==> src/rtl/servo_pwm_multi_if.sv <==
// Position write port of servo_pwm_multi: valid/ready handshake carrying
// a channel index and a requested servo position.
interface servo_pwm_multi_if #(
  parameter int CH_W  = 2,
  parameter int POS_W = 8
);
  logic             wr_valid;
  logic             wr_ready;
  logic [CH_W-1:0]  wr_ch;
  logic [POS_W-1:0] wr_pos;

  modport master (output wr_valid, output wr_ch, output wr_pos, input wr_ready);
  modport slave  (input wr_valid, input wr_ch, input wr_pos, output wr_ready);
endinterface

==> src/rtl/servo_pwm_multi.sv <==
// Multi-channel servo PWM generator: shared frame counter, per-channel positions,
// widths recomputed each frame and committed at the wrap. Option: SERVO_SLEW_LIMIT_EN.
module servo_pwm_multi #(
  parameter int CHANNELS      = 4,
  parameter int PERIOD_CYCLES = 1_000_000,
  parameter int MIN_PULSE     = 25_000,
  parameter int MAX_PULSE     = 125_000,
  parameter int CNT_W         = 20,
  parameter int POS_W         = 8,
  parameter int POS_MAX       = 100,
  parameter int SLEW_STEP     = 2
) (
  input  logic                clk,
  input  logic                rst_n,
  input  logic [CHANNELS-1:0] en,
  servo_pwm_multi_if.slave    wr,
  output logic [CHANNELS-1:0] pwm_out,
  output logic                frame_start
);
  localparam int CH_W   = (CHANNELS > 1) ? $clog2(CHANNELS) : 1;
  localparam int PROD_W = CNT_W + POS_W;
  localparam logic [CNT_W-1:0] LAST_CNT  = CNT_W'(PERIOD_CYCLES - 1);
  localparam logic [CH_W-1:0]  LAST_IDX  = CH_W'(CHANNELS - 1);
  localparam logic [POS_W-1:0] POS_TOP   = POS_W'(POS_MAX);
  localparam logic [POS_W-1:0] POS_MID   = POS_W'(POS_MAX / 2);
  localparam logic [CNT_W-1:0] PULSE_MID = CNT_W'((MIN_PULSE + MAX_PULSE) / 2);

  if ((PERIOD_CYCLES <= CHANNELS + 1) || ((64'd1 << CNT_W) <= 64'(PERIOD_CYCLES)) ||
      (SLEW_STEP < 1)) begin : g_bad_cfg
    $error("servo_pwm_multi: inconsistent parameters");
  end

  function automatic logic [CNT_W-1:0] pulse_of(input logic [POS_W-1:0] pos);
    logic [PROD_W-1:0] prod;
    prod = PROD_W'(MAX_PULSE - MIN_PULSE) * PROD_W'(pos);
    return CNT_W'(MIN_PULSE) + CNT_W'(prod / PROD_W'(POS_MAX));
  endfunction

  typedef enum logic [0:0] {IDLE = 1'b0, CALC = 1'b1} state_t;

  state_t              state_r, state_s;
  logic [CH_W-1:0]     idx_r, idx_s;
  logic [CNT_W-1:0]    cnt_r;
  logic                frame_start_r;
  logic                wr_ready_r;
  logic                wr_fire_s;
  logic [CHANNELS-1:0] pwm_r;
  logic [CHANNELS-1:0] armed_r;
  logic [POS_W-1:0]    target_r [CHANNELS];
  logic [CNT_W-1:0]    shadow_r [CHANNELS];
  logic [CNT_W-1:0]    active_r [CHANNELS];
  logic [POS_W-1:0]    pos_s;

  assign frame_start = frame_start_r;
  assign pwm_out     = pwm_r;
  assign wr.wr_ready = wr_ready_r;
  assign wr_fire_s   = wr.wr_valid && wr_ready_r;

  // Frame counter and the strobe marking its zero cycle.
  always_ff @(posedge clk or negedge rst_n) begin
    if (!rst_n) begin
      cnt_r         <= '0;
      frame_start_r <= 1'b0;
    end else begin
      cnt_r         <= (cnt_r == LAST_CNT) ? '0 : cnt_r + CNT_W'(1);
      frame_start_r <= (cnt_r == LAST_CNT);
    end
  end

  // Calculation FSM state, channel index and write-port readiness.
  always_ff @(posedge clk or negedge rst_n) begin
    if (!rst_n) begin
      state_r    <= IDLE;
      idx_r      <= '0;
      wr_ready_r <= 1'b0;
    end else begin
      state_r    <= state_s;
      idx_r      <= idx_s;
      wr_ready_r <= (state_s == IDLE);
    end
  end

  // Next-state logic: one channel per CALC cycle, starting at the frame's zero count.
  always_comb begin
    state_s = state_r;
    idx_s   = idx_r;
    case (state_r)
      IDLE: begin
        if (cnt_r == '0) begin
          state_s = CALC;
          idx_s   = '0;
        end else begin
          state_s = IDLE;
        end
      end
      CALC: begin
        if (idx_r == LAST_IDX) begin
          state_s = IDLE;
          idx_s   = '0;
        end else begin
          idx_s = idx_r + CH_W'(1);
        end
      end
      default: begin
        state_s = IDLE;
        idx_s   = '0;
      end
    endcase
  end

  // Target positions: clamped on write, out-of-range channels silently dropped.
  always_ff @(posedge clk or negedge rst_n) begin
    if (!rst_n) begin
      for (int i = 0; i < CHANNELS; i++) target_r[i] <= POS_MID;
    end else if (wr_fire_s && (int'(wr.wr_ch) < CHANNELS)) begin
      target_r[wr.wr_ch] <= (wr.wr_pos > POS_TOP) ? POS_TOP : wr.wr_pos;
    end
  end

`ifdef SERVO_SLEW_LIMIT_EN
  function automatic logic [POS_W-1:0] slew_toward(input logic [POS_W-1:0] cur,
                                                   input logic [POS_W-1:0] tgt);
    logic [POS_W-1:0] step;
    logic [POS_W-1:0] diff;
    step = POS_W'(SLEW_STEP);
    if (tgt > cur) begin
      diff = tgt - cur;
      return cur + ((diff > step) ? step : diff);
    end else begin
      diff = cur - tgt;
      return cur - ((diff > step) ? step : diff);
    end
  endfunction

  logic [POS_W-1:0] cur_r [CHANNELS];

  assign pos_s = slew_toward(cur_r[idx_r], target_r[idx_r]);

  // Rate-limited current position, advanced once per frame during CALC.
  always_ff @(posedge clk or negedge rst_n) begin
    if (!rst_n) begin
      for (int i = 0; i < CHANNELS; i++) cur_r[i] <= POS_MID;
    end else if (state_r == CALC) begin
      cur_r[idx_r] <= pos_s;
    end
  end
`else
  assign pos_s = target_r[idx_r];
`endif

  // Shadow widths fill during CALC; active widths only change at the frame wrap.
  always_ff @(posedge clk or negedge rst_n) begin
    if (!rst_n) begin
      for (int i = 0; i < CHANNELS; i++) begin
        shadow_r[i] <= PULSE_MID;
        active_r[i] <= PULSE_MID;
      end
    end else begin
      if (state_r == CALC) shadow_r[idx_r] <= pulse_of(pos_s);
      if (cnt_r == LAST_CNT) begin
        for (int i = 0; i < CHANNELS; i++) active_r[i] <= shadow_r[i];
      end
    end
  end

  // Outputs; armed keeps a re-enabled channel quiet until the next frame begins.
  always_ff @(posedge clk or negedge rst_n) begin
    if (!rst_n) begin
      pwm_r   <= '0;
      armed_r <= '0;
    end else begin
      for (int i = 0; i < CHANNELS; i++) begin
        pwm_r[i] <= en[i] && armed_r[i] && (cnt_r < active_r[i]);
        if (!en[i]) armed_r[i] <= 1'b0;
        else if (cnt_r == LAST_CNT) armed_r[i] <= 1'b1;
      end
    end
  end
endmodule

==> src/flat_wrapper.sv <==
// flat-port wrapper written by rule: the top's interface ports become plain ports
module servo_pwm_multi_flat 
#(
  parameter int CHANNELS      = 4,
  parameter int PERIOD_CYCLES = 1_000_000,
  parameter int MIN_PULSE     = 25_000,
  parameter int MAX_PULSE     = 125_000,
  parameter int CNT_W         = 20,
  parameter int POS_W         = 8,
  parameter int POS_MAX       = 100,
  parameter int SLEW_STEP     = 2
)
  (clk, rst_n, en, pwm_out, frame_start, wr_wr_valid, wr_wr_ch, wr_wr_pos, wr_wr_ready);
  servo_pwm_multi_if #(.CH_W(2), .POS_W(POS_W)) wr_i ();
  input  logic clk;
  input  logic rst_n;
  input  logic [CHANNELS-1:0] en;
  output logic [CHANNELS-1:0] pwm_out;
  output logic frame_start;
  input wire logic [$bits(wr_i.wr_valid)-1:0] wr_wr_valid;
  input wire logic [$bits(wr_i.wr_ch)-1:0] wr_wr_ch;
  input wire logic [$bits(wr_i.wr_pos)-1:0] wr_wr_pos;
  output wire logic [$bits(wr_i.wr_ready)-1:0] wr_wr_ready;
  assign wr_i.wr_valid = wr_wr_valid;
  assign wr_i.wr_ch = wr_wr_ch;
  assign wr_i.wr_pos = wr_wr_pos;
  assign wr_wr_ready = wr_i.wr_ready;
  servo_pwm_multi #(.CHANNELS(CHANNELS), .PERIOD_CYCLES(PERIOD_CYCLES), .MIN_PULSE(MIN_PULSE), .MAX_PULSE(MAX_PULSE), .CNT_W(CNT_W), .POS_W(POS_W), .POS_MAX(POS_MAX), .SLEW_STEP(SLEW_STEP)) u_core (.clk(clk), .rst_n(rst_n), .en(en), .wr(wr_i), .pwm_out(pwm_out), .frame_start(frame_start));
endmodule
==> config.mk <==
export PLATFORM = sky130hd
export DESIGN_NAME = servo_pwm_multi_flat
export DESIGN_NICKNAME = d
export VERILOG_FILES = /design/src/rtl/servo_pwm_multi_if.sv /design/src/rtl/servo_pwm_multi.sv /design/src/flat_wrapper.sv
export SDC_FILE = /design/constraint.sdc
export NUM_CORES = 1
export LEC_CHECK = 0
export BUFFER_PORTS_ARGS = -buffer_cell sky130_fd_sc_hd__buf_2
export CORE_UTILIZATION = 60
export CTS_CLUSTER_DIAMETER = 200
export DETAILED_ROUTE_END_ITERATION = 6
export PLACE_DENSITY = 0.76
export SLEW_MARGIN = 0
export SYNTH_ARGS = -nofsm -noshare
export SYNTH_HDL_FRONTEND = slang
export SYNTH_SLANG_ARGS = --single-unit
==> constraint.sdc <==
create_clock -name clk -period 24.1 [get_ports clk]
set_input_delay 3.615 -clock clk [delete_from_list [all_inputs] [get_ports clk]]
set_output_delay 3.615 -clock clk [all_outputs]
set_load 0.02 [all_outputs]
Word level (Yosys, flattened, before mapping)
Index checks and enable logic that the tools add are counted.

cells by class
  add/sub/neg operators = 3
  multipliers = 1
  div/mod/pow operators = 1
  magnitude comparators = 9
  eq/ne operators = 7
  muxes and demuxes = 22
  bitwise logic cells = 4
  reductions and logical operators = 12

operator list
  cell                                                      count
  bitwise mux 80 bit                                        1
  < comparator 20 bit                                       4
  demux 20 bit (select 2 bit)                               1
  2-to-1 mux 20 bit                                         2
  bitwise mux 32 bit                                        1
  2-to-1 mux 8 bit                                          4
  divider 25 x 7 -> 28 bit, second input constant           1
  adder 15 x 20 -> 20 bit, first input constant             1
  adder 20 x 1 -> 20 bit, second input constant             1
  == test 20 bit, second input constant                     1
  logical NOT 20 bit                                        1
  multiplier 12 x 8 -> 20 bit, first input constant         1
  binary-select mux 8 bit (select 2 bit)                    1
  demux 8 bit (select 2 bit)                                1
  logical AND 1 bit                                         11
  != test 2 x 1 -> 1 bit, second input constant             5
  > comparator 8 x 7 -> 1 bit, second input constant        1
  2-to-1 mux 1 bit                                          7
  greater-or-equal comparator 3 bit, second input constant  2
  < comparator 3 x 1 -> 1 bit, second input constant        2
  NOT 2 -> 3 bit                                            2
  2-to-1 mux 2 bit                                          2
  case mux 2 bit (2 select lines)                           1
  adder 2 x 1 -> 2 bit, second input constant               1
  3 further kinds                                           4

storage, ports and cells
  flip-flop bits (word level) = 225
  input port bits = 17
  output and inout port bits = 6
  word-level logic and storage cells = 81

Depth between registers and ports, before layout
Gate-level depths: netlist of the first run.

  depth in word-level cells = 8
  mapped depth = 72
  gate-level depth less buffers = 62

Least setup slack after synthesis of the first run
Ideal clock, no wire load.

  path kind = register to register
  start point = register u_core.idx_r[0]
  end point = register u_core.shadow_r[40] (netlist name)
  library setup time = 0.136 ns
  arrival = 16.904 ns
  required time = 23.964 ns
  slack = 7.060 ns
  cell stages (with the launch flop) = 63
  buffers on the path = 6
  period minus slack after synthesis = 17.040 ns
  cells stage by stage = dfrtp_1 > buf_1 > mux4_2 > ha_1 > ha_1 > inv_1 > fa_1 > inv_1 > fa_1 > ha_1 > o211ai_1 > o21ai_1 > a311o_1 > a211o_1 > and2_1 > buf_6 > a2111oi_4 > a311oi_4 > [... 27 more ...] > or4_1 > buf_2 > o211ai_1 > nand2_1 > xnor2_1 > ha_1 > nand3_1 > o211ai_1 > a21oi_1 > nor4_2 > nor2_1 > buf_2 > ha_1 > nand2b_1 > or4_4 > a211o_1 > a2111oi_4 > o31ai_1

on the way
  word-level cells in the longest chain between the ends = 8
  elaborated cells on any way between the ends = 13
  those cells by class = add/sub: 1; mul: 1; div: 1; order compare: 2; mux: 6; bitwise: 1; reduce/logical: 1

RTL lines
  element                                               RTL line                                        text
  from (decl)                                           servo_pwm_multi.sv:42                           logic [CH_W-1:0] idx_r, idx_s;
  from (signal assigned)                                servo_pwm_multi.sv:78                           idx_r <= idx_s;
  NOT 2 -> 3 bit (not written as such) (*)              servo_pwm_multi.sv:148, servo_pwm_multi.sv:159
  binary-select mux 8 bit (select 2 bit)                servo_pwm_multi.sv:148                          assign pos_s = target_r[idx_r];
  2-to-1 mux 8 bit (not written as such) (2 in series)  servo_pwm_multi.sv:148
  multiplier 12 x 8 -> 20 bit                           servo_pwm_multi.sv:35                           prod = PROD_W'(MAX_PULSE - MIN_PULSE) * PROD_W'(pos);
  divider 25 x 7 -> 28 bit                              servo_pwm_multi.sv:36                           return CNT_W'(MIN_PULSE) + CNT_W'(prod / PROD_W'(POS_MAX));
  adder 15 x 20 -> 20 bit                               servo_pwm_multi.sv:36
  bitwise mux 80 bit (*)                                servo_pwm_multi.sv:159                          if (state_r == CALC) shadow_r[idx_r] <= pulse_of(pos_s);
  to (signal, indexed assignment)                       servo_pwm_multi.sv:159
  to (decl)                                             servo_pwm_multi.sv:50                           logic [CNT_W-1:0] shadow_r [CHANNELS];

Every way passes the cells marked *; elsewhere a longest branch is shown, timed or not. The select of a mux whose other input is x is not followed.
A chain may end at the register's enable or synchronous reset.

Final worst setup path of the first run
Ends and elaborated chain as after synthesis.

==> results of run 1 <==
==> registers in the layout, summed over array words and instances, names as in the netlist <==
signal and count:
u_core.pwm_out 4, u_core.wr.wr_ready 1, u_core.idx_r 2, u_core.state_r 1, u_core.shadow_r 80, u_core.active_r 80
u_core.frame_start 1, u_core.target_r 32, u_core.cnt_r 20, u_core.armed_r 4
==> placed cells by master, fill, tap and decap left out, drive strengths merged, types with 25 or more instances in the layout <==
cell / instances
inv: 108
o21ai: 182
nor2b: 29
ha: 143
nand2b: 32
dfstp: 76
nor3: 32
and2: 25
nor2: 85
xnor2: 46
nand2: 212
a21o: 28
o211ai: 29
nand3: 37
clkbuf: 37
buf: 36
mux2: 78
dfrtp: 149
a21oi: 89
==> kinds of logic after synthesis <==
group	Yosys count	share of synthesized area
multiplexers	103	0.0738
buffers and inverters	182	0.0417
adder cells (fa/ha/maj)	154	0.118
XOR/XNOR	70	0.0387
flip-flops	225	0.335
AND/OR/NAND/NOR	553	0.160
AO/OA/AOI/OAI	551	0.233
==> per-stage QoR <==
step            util  cell area (µm²)
3_3_place_gp   0.627            17500
6_report       0.656            18300
5_1_grt        0.656            18300
2_1_floorplan      -            17100
3_5_place_dp   0.627            17500
4_1_cts        0.656            18300
==> cell usage after synthesis (7+ instances only) <==
library cell               count
sky130_fd_sc_hd__ha_1        143
sky130_fd_sc_hd__nor2_1       85
sky130_fd_sc_hd__and2_1       24
sky130_fd_sc_hd__dfstp_2      76
sky130_fd_sc_hd__a21o_1       28
sky130_fd_sc_hd__nor2b_1      29
sky130_fd_sc_hd__o211ai_1     25
sky130_fd_sc_hd__clkbuf_1     51
sky130_fd_sc_hd__and3_1       20
sky130_fd_sc_hd__a211o_1      14
sky130_fd_sc_hd__mux4_2        9
sky130_fd_sc_hd__nand2b_1     32
sky130_fd_sc_hd__inv_1       107
sky130_fd_sc_hd__a32oi_1       8
sky130_fd_sc_hd__o21a_1       14
sky130_fd_sc_hd__o21ai_1       9
sky130_fd_sc_hd__buf_2        17
sky130_fd_sc_hd__dfrtp_1     149
sky130_fd_sc_hd__o31ai_1      17
sky130_fd_sc_hd__nand3_1      37
sky130_fd_sc_hd__xnor2_1      44
sky130_fd_sc_hd__a211oi_1     13
sky130_fd_sc_hd__nand2_1     212
sky130_fd_sc_hd__xor2_1       22
sky130_fd_sc_hd__o21ai_0     172
sky130_fd_sc_hd__or3_1        12
sky130_fd_sc_hd__o211a_1       9
sky130_fd_sc_hd__o31a_1        7
sky130_fd_sc_hd__a31oi_1      13
sky130_fd_sc_hd__mux2i_1      13
sky130_fd_sc_hd__a311o_1       8
sky130_fd_sc_hd__a21oi_1      87
sky130_fd_sc_hd__nand4_1      18
sky130_fd_sc_hd__mux2_2       75
sky130_fd_sc_hd__fa_1         11
sky130_fd_sc_hd__nor3_1       29
sky130_fd_sc_hd__nor4_1       13
==> routing by layer <==
metal  track usage  vias up  share of wire
met5             0        -              0
met4        0.0846        0          0.027
met3        0.0312       84          0.050
met2         0.473      464           0.48
met1         0.370     6766           0.44
li1              -     6711              -
==> how the worst max path moves through the flow <==
stage	start	endpoint	depth (start not counted)
6_report	u_core.idx_r[0]$_DFFE_PN0P_	u_core.shadow_r[40]$_DFFE_PN0P_	55
5_1_grt	u_core.idx_r[0]$_DFFE_PN0P_	u_core.shadow_r[40]$_DFFE_PN0P_	57
4_1_cts	u_core.idx_r[0]$_DFFE_PN0P_	u_core.shadow_r[40]$_DFFE_PN0P_	55
3_5_place_dp	u_core.idx_r[0]$_DFFE_PN0P_	u_core.shadow_r[40]$_DFFE_PN0P_	55
3_3_place_gp	u_core.idx_r[0]$_DFFE_PN0P_	u_core.shadow_r[40]$_DFFE_PN0P_	55
2_1_floorplan	u_core.idx_r[0]$_DFFE_PN0P_	u_core.shadow_r[40]$_DFFE_PN0P_	62
==> worst register-to-register path: cells and delay by family, from the launching register on <==
kind	cells	cell delay, ps
mux	4	2320
flops	1	780
xor+xnor	1	620
fa+ha+maj	7	2560
compound gates	24	8060
buf+inv	2	110
simple gates	17	5200
==> final cells by class <==
class,instances,share of cell area
clock inverters,9,0.00507
well taps,378,0.0259
flip-flops and latches,225,0.313
inverters,107,0.0220
repair buffers,36,0.0123
multi-input cells,1431,0.583
clock buffers,37,0.0384
==> results.md, run 1 <==
- Result of the run: complete, no violations
- Combined area of the multi-input logic cells: 10700 µm²
- Slowest-stage cell, CP: sky130_fd_sc_hd__a211oi_1
- Sequential cell area fraction in the yosys report: 0.335
- ANT nets after route: 0
- Depth of the worst hold-timing path: 2
- I/O Buffers: 22
- Clock transition at the register clock pins on the worst setup and hold paths after CTS: 60 ps
- Area of the mapped netlist: 17100 µm²
- Number of enable-type register cells in the synthesized netlist: 0
- Maximum cell stage delay along the critical path: 840 ps
- Setup-failing EPs final: 0
- Hold Fails Final Rpt: 0
- Placement-stage worst setup slack: 4710 ps
- CP Buf/Inv Count: 2
- Register area: 5730 µm²
- Source-to-sink clock delay at the later pin of the worst-skew pair: 550 ps
- Number of clock sinks: 225
- Count of different cell masters after synthesis: 117
- Largest net degree at the start of global routing: 99
- Vias after detailed routing: 14000
- Worst clock skew: 24.5 ps
- N_diodes: 0
- Cell taking the most area after synthesis: sky130_fd_sc_hd__dfrtp_1
- Kind of end point of the critical path: flip-flop
- Clock tree from TritonCTS: done
- Delay-heaviest family, CP: compound AO/OA/AOI/OAI gates
- Synthesized net count: 2009
- Commonest register cell after synthesis: sky130_fd_sc_hd__dfrtp_1
- Final-report max-slew violation count: 0
- Floorplan die height: 171 µm
- Boundary Pins: 23
- Post-placement cell count: 2177
- Number of maximum-capacitance violations: 0
- Layout area overhead: 6.96%
- Site row count: 61
- Worst rel slew slack: 0.314
- Die area: 29100 µm²
- Total global routing track utilization: 0.278
- Cells taking the most area after synthesis: sky130_fd_sc_hd__dfrtp_1 (22%), sky130_fd_sc_hd__dfstp_2 (12%), sky130_fd_sc_hd__ha_1 (10%)
- First-pass iteration count of the detailed router: 7
- WP data arrival: 20170 ps
- Post-route minimum period: 19750 ps
- Max clock buf depth: 3
- Mapped Avg Cell Area: 9.29 µm²
- Final critical-path share of the clock period: 0.820
- Total Neg Setup Slack: 0 ps
- Post-Layout Cell Count: 2223
- Leftover overflow at the end of global routing: 0
- Worst endpoint required time: 24510 ps
- Number of resized instances in the post-cts repair step: 0
- Initial Util: 0.613
- Min Hold Slack: 450 ps
- Core region area: 27900 µm²
- Ratio of cells with drive above 1 in the final layout: 0.161
- CTS hold repair buffers: 0
- Routed wire length: 40100 µm
- Kind of critical path: reg2reg
- Count of warnings emitted by yosys: 0
- Worst setup margin: 4350 ps
- DRC violations left: 0
- Maximum operating frequency: 50.6 MHz
- Path category of the worst min-delay check: reg2reg
- Total setup buffers inserted after CTS: 0
- Clock tree root buffer cell: sky130_fd_sc_hd__clkbuf_16
- RD Place Congestion: 0.924
- Slew at the pin closest to its max-slew limit: 1020 ps
- Count of H-tree levels built during CTS: 1
- Synthesized instance count: 1838
- Launch instance of the worst min-delay path: u_core.shadow_r[11]$_DFFE_PN0P_
- Via-per-instance ratio: 6.31
- Routed length per placed instance: 18.1 µm
- TritonCTS buffer count: 25
- Hold Path Sink: u_core.active_r[11]$_DFFE_PN0P_
- Final net count: 1997
- Share of async-settable or async-resettable flops after synthesis: 1.00
- Width of the die: 171 µm
- Antenna violations before repair: 0
- Flop-to-flop setup slack: 4350 ps
- Number of DRC violations after detailed-routing iteration 0: 1023
- Unrepaired setup endpoints after global routing: no
- Crit start category: flip-flop
- Number of fill cells in the layout: 2250
- Flip-flop and latch count after synthesis: 225
- Worst reg2reg startpoint: u_core.idx_r[0]$_DFFE_PN0P_
- Cell mode on critical path: sky130_fd_sc_hd__ha_1
- DP Wirelength: 29100 µm
- Top cell type's share of synthesized area: 0.218
- Crit Path Max Fanout: 13
- First-pass GRT wire length: 66100 µm
- Length in cells of the worst reg-to-reg path: 55
- Capture instance of the worst register-to-register path: u_core.shadow_r[40]$_DFFE_PN0P_
- Vias in the first global route: 13300
Power of run 1 is not shown: default switching activity piles up to over one toggle a cycle in this logic, so the estimate is an artifact.
==> run 2, diff against run 1 <==
- clock period: 24.1 -> 19.2 ns (I/O delays scaled with it)
==> run 2 against run 1 <==
Wire length is essentially flat. Worst setup slack lost 3400 ps. Worst hold slack is essentially flat. Core utilization grew 1.5 points. Design area grew 2.3%. Global-route usage shrank 0.064 points. Sequential share of layout area shrank 0.68 points. Die area is the same. Sequential cell count is the same.
==> results.md, run 2 (synthesis results as in run 1) <==
- Boundary Pins: 23
- Final-report max-slew violation count: 0
- Cell mode on critical path: sky130_fd_sc_hd__ha_1
- Max clock buf depth: 3
- Commonest non-fill, non-tap cells in the layout: sky130_fd_sc_hd__nand2_1 (211), sky130_fd_sc_hd__o21ai_0 (172), sky130_fd_sc_hd__dfrtp_1 (147), sky130_fd_sc_hd__ha_1 (143), sky130_fd_sc_hd__inv_1 (107)
- Post-route minimum period: 18260 ps
- Slowest-stage cell, CP: sky130_fd_sc_hd__or4_1
- Delay-heaviest family, CP: compound AO/OA/AOI/OAI gates
- Setup-failing EPs final: 0
- Length of routed met2 wiring: 19200 µm
- Number of DRC violations after detailed-routing iteration 0: 1131
- RD Place Congestion: 0.939
- Final net count: 2013
- N_diodes: 0
- Largest net degree at the start of global routing: 89
- WP data arrival: 18680 ps
- Vias in the first global route: 13500
- Initial Util: 0.613
- Total Neg Setup Slack: 0 ps
- Post-route cell area: 18700 µm²
- Routed length per placed instance: 17.9 µm
- Source-to-sink clock delay at the later pin of the worst-skew pair: 550 ps
- Count of H-tree levels built during CTS: 1
- Registers with the most flip-flops: u_core.active_r (80), u_core.shadow_r (80), u_core.target_r (32)
- I/O Buffers: 22
- Maximum operating frequency: 54.8 MHz
- Result of the run: complete, no violations
- Total global routing track utilization: 0.277
- First-pass iteration count of the detailed router: 5
- Worst setup margin: 939 ps
- Width of the die: 171 µm
- Clock transition at the register clock pins on the worst setup and hold paths after CTS: 70 ps
- Slew at the pin closest to its max-slew limit: 1030 ps
- Clock tree root buffer cell: sky130_fd_sc_hd__clkbuf_16
- Core region area: 27900 µm²
- Final critical-path share of the clock period: 0.951
- Die area: 29100 µm²
- Highest routing layer actually used: met4
- Number of clock sinks: 225
- Floorplan die height: 171 µm
- Metal-1 WL: 17900 µm
- Vias after detailed routing: 14200
- Most common cell after layout, fill and taps aside: sky130_fd_sc_hd__nand2_1
- Crit start category: flip-flop
- Worst rel slew slack: 0.309
- Routed wire length: 40100 µm
- Antenna violations before repair: 0
- CP Buf/Inv Count: 3
- Placement-stage worst setup slack: 386 ps
- Number of maximum-capacitance violations: 0
- Maximum cell stage delay along the critical path: 650 ps
- Via-per-instance ratio: 6.35
- ANT nets after route: 0
- Clock tree from TritonCTS: done
- Kind of end point of the critical path: flip-flop
- DRC violations left: 0
- Ratio of cells with drive above 1 in the final layout: 0.187
- Leftover overflow at the end of global routing: 0
- Crit Path Max Fanout: 13
- Site row count: 61
- DP Wirelength: 28300 µm
- First-pass GRT wire length: 66200 µm
- Hold Fails Final Rpt: 0
- Path category of the worst min-delay check: reg2reg
- Layout area overhead: 9.37%
- Kind of critical path: reg2reg
- Worst endpoint required time: 19620 ps
- CTS hold repair buffers: 0
- Number of fill cells in the layout: 2189
- Met3 Routed Length: 1880 µm
- Area after DPL: 17500 µm²
- Worst clock skew: 25.6 ps
- TritonCTS buffer count: 25
==> run 2: cell count changes in the layout (fill, tap and decap cells not counted), sizes merged <==
cell      change
bufinv        +3
buf          +16
clkinv        -1
clkinvlp      +2
clkbuf        -5
inv           +1
==> run 2: stage by stage <==
step / hold WS [ps] / std cells / util
finish: 451 / 2239 / 0.671
global placement: 453 / 2183 / 0.629
global route: 477 / 2239 / 0.671
detailed placement: 460 / 2183 / 0.629
floorplan: 442 / 1838 / -
CTS: 445 / 2229 / 0.661
==> run 2: worst min-delay path, cell delays in order (launching register included) <==
cell	delay [ps]
sky130_fd_sc_hd__dfrtp_1	330
sky130_fd_sc_hd__nand2_1	50
sky130_fd_sc_hd__o21ai_0	60
==> run 2: cell type report <==
type | count | area, µm² | share of cell area
clock buffer | 32 | 682 | 0.0365
clock inverter | 14 | 200 | 0.0107
inverter | 107 | 402 | 0.0215
multi-input combinational | 1431 | 10900 | 0.581
sequential | 225 | 5730 | 0.307
tap | 378 | 473 | 0.0253
timing repair buffer | 52 | 345 | 0.0185
==> run 2: final timing paths <==
kind	startpoint	to	slack, ps	cells past startpoint
max	u_core.idx_r[0]$_DFFE_PN0P_	u_core.shadow_r[60]$_DFFE_PN0P_	940	58
min	u_core.shadow_r[12]$_DFFE_PN0P_	u_core.active_r[12]$_DFFE_PN0P_	450	2
min in group asynchronous	rst_n	u_core.shadow_r[34]$_DFFE_PN0P_	2260	1
max reg2reg	u_core.idx_r[0]$_DFFE_PN0P_	u_core.shadow_r[60]$_DFFE_PN0P_	940	58
min reg2reg	u_core.shadow_r[12]$_DFFE_PN0P_	u_core.active_r[12]$_DFFE_PN0P_	450	2
max in group asynchronous	rst_n	u_core.active_r[0]$_DFFE_PN0P_	15520	2
==> run 2: what timing repair did <==
item                       CTS  global route
setup endpoints to repair    0            28
resized for setup            0            37
setup buffers                0            10
==> run 2: metal layers <==
metal  vias to the layer above  global-route usage
met5                         -                   0
met4                         0              0.0885
met3                        95              0.0282
met2                       458               0.465
met1                      6900               0.376
li1                       6761                   -
Power of run 2 is left out for the same reason.
==> run 3, diff against run 2 <==
- CORE_MARGIN: unset -> 10
==> run 3 against run 2 <==
Highest routed layer unchanged. Core utilization shrank 0.21 points. Largest cell class unchanged. First-iteration DRC count shrank 23%. Clock-buffer cell count shrank 4. Clock skew shrank 5.6 ps. Maximum frequency shrank 0.18%. Cell count shrank 0.18%. Critical path depth is the same. Register-to-register slack lost 30 ps. Die area grew 22%. Non-clock buffer count shrank 1. Sequential share of layout area is essentially flat. Worst hold slack gained 19 ps.
==> results.md, run 3 (synthesis results as in run 1) <==
- Vias after detailed routing: 14100
- Source-to-sink clock delay at the later pin of the worst-skew pair: 530 ps
- Slowest-stage cell, CP: sky130_fd_sc_hd__or4_1
- TritonCTS buffer count: 24
- Kind of critical path: reg2reg
- Max clock buf depth: 3
- Slew at the pin closest to its max-slew limit: 955 ps
- Site row count: 61
- Crit start category: flip-flop
- Number of DRC violations after detailed-routing iteration 0: 876
- DRC violations left: 0
- Hold Fails Final Rpt: 0
- Layout area overhead: 9.32%
- Core region area: 27900 µm²
- Length in cells of the worst reg-to-reg path: 58
- Via-per-instance ratio: 6.31
- Launching instance or port of the critical path: u_core.idx_r[0]$_DFFE_PN0P_
- Vias in the first global route: 13400
- Worst clock skew: 20.0 ps
- Depth of the worst hold-timing path: 2
- Kind of end point of the critical path: flip-flop
- Initial Util: 0.611
- Worst reg2reg startpoint: u_core.idx_r[0]$_DFFE_PN0P_
- Final-report max-slew violation count: 0
- Commonest non-fill, non-tap cells in the layout: sky130_fd_sc_hd__nand2_1 (210), sky130_fd_sc_hd__o21ai_0 (172), sky130_fd_sc_hd__dfrtp_1 (147), sky130_fd_sc_hd__ha_1 (143), sky130_fd_sc_hd__inv_1 (107)
- Count of H-tree levels built during CTS: 1
- N_diodes: 0
- Number of fill cells in the layout: 2234
- Clock transition at the register clock pins on the worst setup and hold paths after CTS: 60 ps
- Die area: 35600 µm²
- Maximum operating frequency: 54.7 MHz
- I/O Buffers: 22
- Routed wire length: 40000 µm
- Leftover overflow at the end of global routing: 0
- WP data arrival: 18680 ps
- Maximum cell stage delay along the critical path: 660 ps
- Result of the run: complete, no violations
- Crit Path Max Fanout: 13
- Largest net degree at the start of global routing: 98
- Worst rel slew slack: 0.359
- Placement-stage worst setup slack: 274 ps
- Share of the core filled with cells: 0.668
- Registers with the most flip-flops: u_core.active_r (80), u_core.shadow_r (80), u_core.target_r (32)
- Ratio of cells with drive above 1 in the final layout: 0.192
- First-pass GRT wire length: 66800 µm
- Worst setup margin: 905 ps
- Setup-failing EPs final: 0
- Worst endpoint required time: 19590 ps
- Final net count: 2011
- Width of the die: 189 µm
- DP Wirelength: 28900 µm
- Most common cell after layout, fill and taps aside: sky130_fd_sc_hd__nand2_1
- RD Place Congestion: 0.916
- Routed length per placed instance: 17.9 µm
- Launch instance of the worst min-delay path: u_core.shadow_r[41]$_DFFE_PN0P_
- Cell mode on critical path: sky130_fd_sc_hd__ha_1
- Post-route minimum period: 18290 ps
- ANT nets after route: 0
- Clock tree root buffer cell: sky130_fd_sc_hd__clkbuf_16
- Boundary Pins: 23
- Final critical-path share of the clock period: 0.953
- Number of maximum-capacitance violations: 0
- Total global routing track utilization: 0.218
- Antenna violations before repair: 0
- Floorplan die height: 189 µm
- CTS hold repair buffers: 0
- Clock tree from TritonCTS: done
- Number of clock sinks: 225
- First-pass iteration count of the detailed router: 6
- Path category of the worst min-delay check: reg2reg
- Min Hold Slack: 469 ps
[run 3: changes by cell type in the layout (fill, tap and decap cells not counted), sizes merged]
| cell | delta |
|---|---|
| inv | -1 |
| buf | -1 |
| bufinv | -2 |
| clkinv | +4 |
| clkbuf | -4 |
[run 3: final cells by class]
type	count	area, µm²	area share
multi-input cells	1431	10900	0.585
flip-flops and latches	225	5730	0.307
clock buffers	28	647	0.0346
well taps	378	473	0.0253
inverters	107	402	0.0215
repair buffers	51	350	0.0188
clock inverters	15	145	0.00777
[run 3: per-layer routing]
| layer | global-route usage | part of all wire |
|---|---|---|
| met2 | 0.372 | 0.49 |
| met1 | 0.293 | 0.45 |
| met5 | 0 | 0 |
| met3 | 0.0223 | 0.048 |
| met4 | 0.0437 | 0.016 |
[run 3: timing repair]
| item | CTS | global route |
|---|---|---|
| gates resized for setup | 0 | 51 |
| buffers inserted | 0 | 11 |
| setup endpoints to repair | 0 | 44 |
[run 3: worst paths after layout]
path                                                   endpoint  slack [ps]
worst min register to register  u_core.active_r[41]$_DFFE_PN0P_         470
min in group asynchronous       u_core.active_r[15]$_DFFE_PN0P_        2350
worst max register to register  u_core.shadow_r[60]$_DFFE_PN0P_         910
worst max-delay path            u_core.shadow_r[60]$_DFFE_PN0P_         910
max in group asynchronous       u_core.shadow_r[41]$_DFFE_PN0P_       15450
worst min-delay path            u_core.active_r[41]$_DFFE_PN0P_         470
[run 3: through the flow]
step,std cells,cell area [µm²],TNS [ps]
CTS,2224,18300,0
global placement,2181,17500,0
floorplan,1838,17100,0
global route,2235,18700,-86.4
finish,2235,18700,0
detailed placement,2181,17500,0
[run 3: critical path: cells and delay by family, from the launching register on]
family,cells,cell delay (ps)
compound gates,30,9000
simple gates,11,3190
fa+ha+maj,8,2770
mux,5,2180
flops,1,490
xor+xnor,1,280
buf+inv,3,220
Power of run 3 is left out for the same reason.
